===== config.mk =====
export PLATFORM = sky130hd
export DESIGN_NAME = lap_stopwatch
export DESIGN_NICKNAME = d
export VERILOG_FILES = /design/src/rtl/stopwatch_pkg.sv /design/src/rtl/key_edge_sync.sv /design/src/rtl/lap_stopwatch.sv
export SDC_FILE = /design/constraint.sdc
export NUM_CORES = 1
export LEC_CHECK = 0
export ABC_CLOCK_PERIOD_IN_PS = 3900
export CORE_ASPECT_RATIO = 1.75
export CORE_MARGIN = 5
export CORE_UTILIZATION = 61
export CTS_BUF_LIST = sky130_fd_sc_hd__clkbuf_4 sky130_fd_sc_hd__clkbuf_8
export DETAILED_ROUTE_END_ITERATION = 8
export GPL_ROUTABILITY_DRIVEN = 0
export GPL_TIMING_DRIVEN = 0
export PLACE_DENSITY_LB_ADDON = 0.3
export SLEW_MARGIN = 20
export SYNTH_ARGS = -nofsm -noshare
export SYNTH_HDL_FRONTEND = slang
export SYNTH_SLANG_ARGS = --single-unit

===== constraint.sdc =====
create_clock -name CLOCK_50 -period 3.9 [get_ports CLOCK_50]
set_clock_uncertainty 0.05 [all_clocks]
set_input_delay 1.17 -clock CLOCK_50 [delete_from_list [all_inputs] [get_ports CLOCK_50]]
set_output_delay 1.17 -clock CLOCK_50 [all_outputs]
set_load 0.05 [all_outputs]

===== src/rtl/stopwatch_pkg.sv =====
// stopwatch_pkg - shared types and helpers for the lap_stopwatch block.
//
// Contents:
//   sw_state_t  - stopwatch control state (IDLE, RUN, STOP, LAP)
//   SEG_ZERO    - active-low gfedcba pattern for the digit "0"
//   SEG_BLANK   - pattern shown for any non-BCD code (segment g only)
//   calc_div    - prescaler divide ratio from clock and tick rates
//   bcd_to_seg  - BCD digit to active-low gfedcba segments
//
// Optional feature macro used by the block: LAP_STOPWATCH_SATURATE_EN.

package stopwatch_pkg;

    typedef enum logic [1:0] {
        IDLE = 2'd0,
        RUN  = 2'd1,
        STOP = 2'd2,
        LAP  = 2'd3
    } sw_state_t;

    localparam logic [6:0] SEG_ZERO  = 7'b1000000;
    localparam logic [6:0] SEG_BLANK = 7'b0111111;

    function automatic int calc_div(input int clk_hz, input int tick_hz);
        return clk_hz / tick_hz;
    endfunction

    function automatic logic [6:0] bcd_to_seg(input logic [3:0] bcd);
        logic [6:0] seg;
        case (bcd)
            4'd0:    seg = 7'b1000000;
            4'd1:    seg = 7'b1111001;
            4'd2:    seg = 7'b0100100;
            4'd3:    seg = 7'b0110000;
            4'd4:    seg = 7'b0011001;
            4'd5:    seg = 7'b0010010;
            4'd6:    seg = 7'b0000010;
            4'd7:    seg = 7'b1111000;
            4'd8:    seg = 7'b0000000;
            4'd9:    seg = 7'b0010000;
            default: seg = SEG_BLANK;
        endcase
        return seg;
    endfunction

endpackage


===== src/rtl/key_edge_sync.sv =====
// key_edge_sync - synchroniser and falling-edge detector for one raw
// active-low push-button. No debounce.
//
// Ports:
//   CLOCK_50  in   system clock
//   reset     in   synchronous, active-high; flops return to "released"
//   key_n     in   raw button, active-low, asynchronous to CLOCK_50
//   press     out  one-cycle pulse, 3 cycles after the raw 1->0 edge
//
// Optional feature macro (top level): LAP_STOPWATCH_SATURATE_EN (unused here).

module key_edge_sync (
    input  logic CLOCK_50,
    input  logic reset,
    input  logic key_n,
    output logic press
);

    logic sync_1;
    logic sync_2;
    logic sync_prev;

    // press is registered so the pulse lands exactly 3 cycles after the
    // raw edge is first sampled; holding the key yields a single pulse.
    always_ff @(posedge CLOCK_50) begin
        if (reset) begin
            sync_1    <= 1'b1;
            sync_2    <= 1'b1;
            sync_prev <= 1'b1;
            press     <= 1'b0;
        end else begin
            sync_1    <= key_n;
            sync_2    <= sync_1;
            sync_prev <= sync_2;
            press     <= sync_prev & ~sync_2;
        end
    end

endmodule


===== src/rtl/lap_stopwatch.sv =====
// lap_stopwatch - BCD stopwatch with run/stop/lap control and a selectable
// window of digits on active-low 7-segment displays.
//
// Parameters: CLK_HZ, TICK_HZ (CLK_HZ/TICK_HZ integer >= 2), DIGITS (>= 2),
//             DISP_DIGITS (<= DIGITS).
// Ports:
//   CLOCK_50     in   system clock
//   reset        in   synchronous, active-high; clears everything
//   key_start_n  in   raw start/stop button, active-low
//   key_lap_n    in   raw lap/clear button, active-low
//   win_sel      in   index of lowest displayed digit (clamped)
//   hex          out  7*DISP_DIGITS segments, active-low gfedcba,
//                     hex[6:0] is the rightmost digit (registered)
//   running      out  high in RUN and LAP
//   lap_frozen   out  high in LAP
//   overflow     out  sticky rollover flag, cleared by reset or clear
//
// Macro LAP_STOPWATCH_SATURATE_EN: when defined the counter holds at all-9s
// instead of wrapping to zero.
//
// state | meaning
// ------+-------------------------------------------------------------
// IDLE  | cleared, not counting; lap ignored
// RUN   | counting, display shows live digits
// LAP   | counting, display shows captured lap_reg
// STOP  | frozen (prescaler too); lap clears and returns to IDLE

module lap_stopwatch
    import stopwatch_pkg::*;
#(
    parameter int CLK_HZ      = 50000000,
    parameter int TICK_HZ     = 100,
    parameter int DIGITS      = 6,
    parameter int DISP_DIGITS = 4,
    localparam int WSEL_W     = ((DIGITS - DISP_DIGITS + 1) > 1)
                                ? $clog2(DIGITS - DISP_DIGITS + 1) : 1
) (
    input  logic                     CLOCK_50,
    input  logic                     reset,
    input  logic                     key_start_n,
    input  logic                     key_lap_n,
    input  logic [WSEL_W-1:0]        win_sel,
    output logic [7*DISP_DIGITS-1:0] hex,
    output logic                     running,
    output logic                     lap_frozen,
    output logic                     overflow
);

    localparam int DIV  = calc_div(CLK_HZ, TICK_HZ);
    localparam int PW   = $clog2(DIV);
    localparam int MAXW = DIGITS - DISP_DIGITS;
    localparam int DW   = 4 * DIGITS;

    sw_state_t               state;
    logic [PW-1:0]           presc;
    logic [DW-1:0]           digits;
    logic [DW-1:0]           digits_nxt;
    logic [DW-1:0]           lap_reg;
    logic [DIGITS:0]         carry;
    logic                    start_p;
    logic                    lap_p;
    logic                    counting;
    logic                    tick;
    logic                    clear;
    logic                    hold_sat;
    logic [DW-1:0]           disp_src;
    logic [WSEL_W-1:0]       win_eff;
    logic [7*DISP_DIGITS-1:0] hex_nxt;

    key_edge_sync u_key_start (
        .CLOCK_50 (CLOCK_50),
        .reset    (reset),
        .key_n    (key_start_n),
        .press    (start_p)
    );

    key_edge_sync u_key_lap (
        .CLOCK_50 (CLOCK_50),
        .reset    (reset),
        .key_n    (key_lap_n),
        .press    (lap_p)
    );

    assign counting = (state == RUN) || (state == LAP);
    assign tick     = counting && (presc == PW'(DIV - 1));
    // Start always wins over a simultaneous lap press.
    assign clear    = (state == STOP) && lap_p && !start_p;

    // Ripple carry: digit i advances when every lower digit is 9 on a tick.
    assign carry[0] = tick;

    generate
        for (genvar i = 0; i < DIGITS; i++) begin : g_digit
            logic [3:0] cur;
            assign cur          = digits[4*i +: 4];
            assign carry[i+1]   = carry[i] && (cur == 4'd9);
            assign digits_nxt[4*i +: 4] =
                clear                  ? 4'd0 :
                (carry[i] && !hold_sat) ? ((cur == 4'd9) ? 4'd0 : cur + 4'd1) :
                                          cur;
        end
    endgenerate

    // carry[DIGITS] marks the tick that would roll the whole chain over.
`ifdef LAP_STOPWATCH_SATURATE_EN
    assign hold_sat = carry[DIGITS];
`else
    assign hold_sat = 1'b0;
`endif

    assign disp_src = (state == LAP) ? lap_reg : digits;
    assign win_eff  = (win_sel > WSEL_W'(MAXW)) ? WSEL_W'(MAXW) : win_sel;

    generate
        for (genvar j = 0; j < DISP_DIGITS; j++) begin : g_win
            logic [3:0] code;
            always_comb begin
                code = 4'd0;
                for (int k = 0; k <= MAXW; k++) begin
                    if (win_eff == WSEL_W'(k)) begin
                        code = disp_src[4*(k+j) +: 4];
                    end
                end
            end
            assign hex_nxt[7*j +: 7] = bcd_to_seg(code);
        end
    endgenerate

    always_ff @(posedge CLOCK_50) begin
        if (reset) begin
            state      <= IDLE;
            presc      <= '0;
            digits     <= '0;
            lap_reg    <= '0;
            overflow   <= 1'b0;
            running    <= 1'b0;
            lap_frozen <= 1'b0;
            hex        <= {DISP_DIGITS{SEG_ZERO}};
        end else begin
            digits <= digits_nxt;
            hex    <= hex_nxt;

            // Prescaler only moves while counting, so a stop resumes mid-interval.
            if (clear) begin
                presc <= '0;
            end else if (counting) begin
                presc <= (presc == PW'(DIV - 1)) ? '0 : presc + 1'b1;
            end

            if (clear) begin
                overflow <= 1'b0;
            end else if (carry[DIGITS]) begin
                overflow <= 1'b1;
            end

            case (state)
                IDLE: begin
                    if (start_p) begin
                        state   <= RUN;
                        running <= 1'b1;
                    end
                end
                RUN: begin
                    if (start_p) begin
                        state   <= STOP;
                        running <= 1'b0;
                    end else if (lap_p) begin
                        state      <= LAP;
                        lap_frozen <= 1'b1;
                        lap_reg    <= digits;
                    end
                end
                LAP: begin
                    if (start_p) begin
                        state      <= STOP;
                        running    <= 1'b0;
                        lap_frozen <= 1'b0;
                    end else if (lap_p) begin
                        lap_reg <= digits;
                    end
                end
                STOP: begin
                    if (start_p) begin
                        state   <= RUN;
                        running <= 1'b1;
                    end else if (lap_p) begin
                        state <= IDLE;
                    end
                end
                default: begin
                    state      <= IDLE;
                    running    <= 1'b0;
                    lap_frozen <= 1'b0;
                end
            endcase
        end
    end

endmodule


==> impl_metrics.ini <==
[outcome]
status = completed

[setup_path]
cp_common_cell = clkbuf_1
required_ps = 4140
crit_type = in2reg
cp_cell_sequence = clkbuf_1 -> clkbuf_1 -> clkbuf_1 -> mux2i_1 -> inv_1 -> ha_1 -> inv_1 -> nor3_1 -> a211oi_1
arrival_ps = 3810
critPathLaunch = win_sel[1]
start_kind = input pin
rr_startpoint = state[1]$_SDFFE_PP0P_
critical_path.max_fanout = 10
critPathSlowestCell = mux2i_1
max_stage_delay_ps = 600
end_kind = flop

[finish]
largest_reg_flops = 28
antennaDiodeCount = 0
areaGrowthSynthToFinish_pct = 11.9
drive_above_1_share = 0.117
final_nets = 700
n_fill_cell = 724
final-instance-count-excl-fill = 798

[timing]
max_freq_mhz = 280
tns_ps = 0
tightest_slew_ps = 1030
fin_ws_ps = 332
hold_viol_final = 0
fin_crit_sh = 0.915
slew_headroom = 0.303
setup-violations-final = 0
grt_setup_unrepaired = false
maxSlewViolCount = 0
period_minus_slack_ps = 3570

[flow_run]
drv_cap = 0

[power_and_ir_drop]
p_leak_nw = 2.29
clkPwrFrac = 0.331
pwr_density_cell_nw_per_um2 = 307
switching_power_uw = 513
ir_worst_vdd_mv = 0.264
seqPwrFrac = 0.585
p_total_mw = 1.92
intPower_mw = 1.41
combPwrFrac = 0.084
swShare = 0.267

[cts]
cts-root-buf = clkbuf_8
numCtsBuffers = 9
cts_tree = yes
ctsResizeCount = 0
clock-sinks = 108
clkLatencyLatePin_ps = 390
clockBufferDepth = 2
clkTransAtPathRegs_ps = 110
hold_buffers = 0
post_cts_buffers = 0
ctsHtreeMaxLevel = 3

[drt]
wirelength_um = 13500
dr.pass1.iters = 4
drtIter0Drc = 256
drt-wirelength-per-cell_um = 16.9
viasPerCell = 5.97
ant_nets = 0
drcViolationCount = 0
vias = 4766

[synth]
synth_seq_area_share = 0.387
synth_nets = 655
ys_types = 63
avgSynthCellArea_um2 = 8.89
synth_edf_count = 0
synth_mux_area_frac = 0.131
syn_inst = 628
yosys.area_share.simple = 0.218
synthAdderAreaFrac = 0.0471
synthFlopType = dfxtp_1
yosys_warnings = 0
synth_compound_area_frac = 0.123
synth_area_um2 = 5580
synth_top_family_by_area = simple AND/OR/NAND/NOR gates
synth-xor-area-share = 0.0408
ys_async_sr_fraction = 0
synth-seq-cells = 108

[floorplanning]
ioPinCount = 37
fp.coreArea_um2 = 9040
initial_core_util = 0.618
die_w_um = 82.3
die_area_um2 = 11200
num_rows = 46
die_h_um = 137

[global_route]
grt_max_degree = 19
grt_overflow = 0
grt_pass1_vias = 4765
grt_usage = 0.252
grt_pass1_wl_um = 21800
antenna_found_initial = 0

[placed_design]
dp.cells = 782
portBuffers = 34
place_ws_ps = 14.6
dp_hpwl_um = 10200

[hold_path]
hold_start = u_key_start.sync_prev$_SDFF_PP1_
hp-class = reg2reg
## synthesized netlist by cell type (3+ instances only)
library cell / n / area (um2)
or2_2: 8 / 50.1
nor4_1: 3 / 18.8
xor2_1: 10 / 87.6
nor2b_1: 7 / 43.8
mux2_2: 19 / 214
nor3_1: 9 / 45.0
a2111oi_0: 4 / 35.0
o21ai_0: 13 / 65.1
a21oi_1: 58 / 290
mux4_2: 11 / 248
ha_1: 21 / 263
a211o_1: 3 / 26.3
xnor2_1: 16 / 140
o31ai_1: 3 / 22.5
nor2_1: 58 / 218
a21o_1: 4 / 30.0
a221oi_1: 4 / 35.0
and2_1: 4 / 25.0
a31oi_1: 5 / 31.3
buf_2: 8 / 40.0
nand4_1: 13 / 81.3
a31o_2: 3 / 26.3
nand4b_1: 3 / 26.3
nand2b_1: 5 / 31.3
nand3_1: 17 / 85.1
inv_1: 25 / 93.8
dfxtp_1: 108 / 2160
nand2_1: 73 / 274
clkbuf_1: 26 / 97.6
nand3b_1: 5 / 37.5
mux2i_1: 27 / 270
or3_1: 4 / 25.0
and3_1: 10 / 62.6
a221o_1: 4 / 40.0
## cell type report
type                       count  area, um2  share of cell area
tap                          120        150              0.0240
inverter                      25       93.8              0.0150
timing repair buffer          34        340              0.0545
buffer                        40        200              0.0320
multi-input combinational    455       3130               0.501
sequential                   108       2160               0.346
clock buffer                   9        124              0.0198
clock inverter                 7       51.3             0.00821
## per-layer routing
| layer | vias to the layer above | part of all wire | GRT usage |
|---|---|---|---|
| li1 | 2293 | - | - |
| met1 | 2266 | 0.36 | 0.237 |
| met2 | 145 | 0.54 | 0.471 |
| met3 | 62 | 0.037 | 0.0389 |
| met4 | 0 | 0.061 | 0.179 |
| met5 | - | 0 | 0 |
## cells by family (layout without fill, tap and decap cells)
kind of cell	after synthesis	after routing
xor gates and xnor gates	26	26
AOI/OAI and AO/OA	112	112
buffers and inverters	65	115
adders and majority gates	21	21
muxes	57	57
DFF	108	108
and+or+nand+nor	239	239
## path summary, 6_finish.rpt
path / slack, ps / endpoint / depth (start not counted)
worst max-delay path: 330 / hex[11]$_SDFF_PP0_ / 9
worst min-delay path: 370 / u_key_start.press$_SDFF_PP0_ / 2
worst max register to register: 830 / hex[11]$_SDFF_PP0_ / 11
worst min register to register: 370 / u_key_start.press$_SDFF_PP0_ / 2
## power groups by stage
stage               clock network [mW]  registers [mW]  logic (mW)
finish                           0.636            1.12       0.161
global route                     0.677            1.13       0.170
CTS                              0.640            1.12       0.159
detailed placement                   0            1.15       0.159
global placement                     0            1.15       0.155
floorplan                            0            1.19      0.0702
## metrics by stage
step / instance area, um2 / util / hold WS (ps)
after floorplan: 5580 / - / 339
after global placement: 6070 / 0.672 / 344
after global routing: 6250 / 0.692 / 385
after detailed placement: 6070 / 0.672 / 353
after CTS: 6250 / 0.692 / 374
final: 6250 / 0.692 / 373
## worst max-delay path, delay by kind of cell
| kind | cells | cell delay, ps |
|---|---|---|
| compound gates | 1 | 230 |
| fa+ha+maj | 1 | 230 |
| buf+inv | 5 | 1530 |
| mux | 1 | 600 |
| simple gates | 1 | 50 |
## layout by cell type, fill, tap and decap left out, types with 4 or more instances in the layout
cell and instances:
nand2b_1 5, mux2_2 19, a2111oi_0 4, a31oi_1 5
a21o_1 4, nand3_1 17, and2_1 4, inv_1 25
clkbuf_8 9, or3_1 4, a221o_1 4, nand2_1 73
a21oi_1 58, buf_2 8, or2_2 8, nand3b_1 5
nor3_1 9, and3_1 10, xnor2_1 16, clkbuf_1 26
clkdlybuf4s50_1 34, nor2_1 58, a221oi_1 4, dfxtp_1 108
nor2b_1 7, mux4_2 11, xor2_1 10, mux2i_1 27
nand4_1 13, o21ai_0 13, ha_1 21
Power figures use the tool's default switching activity.
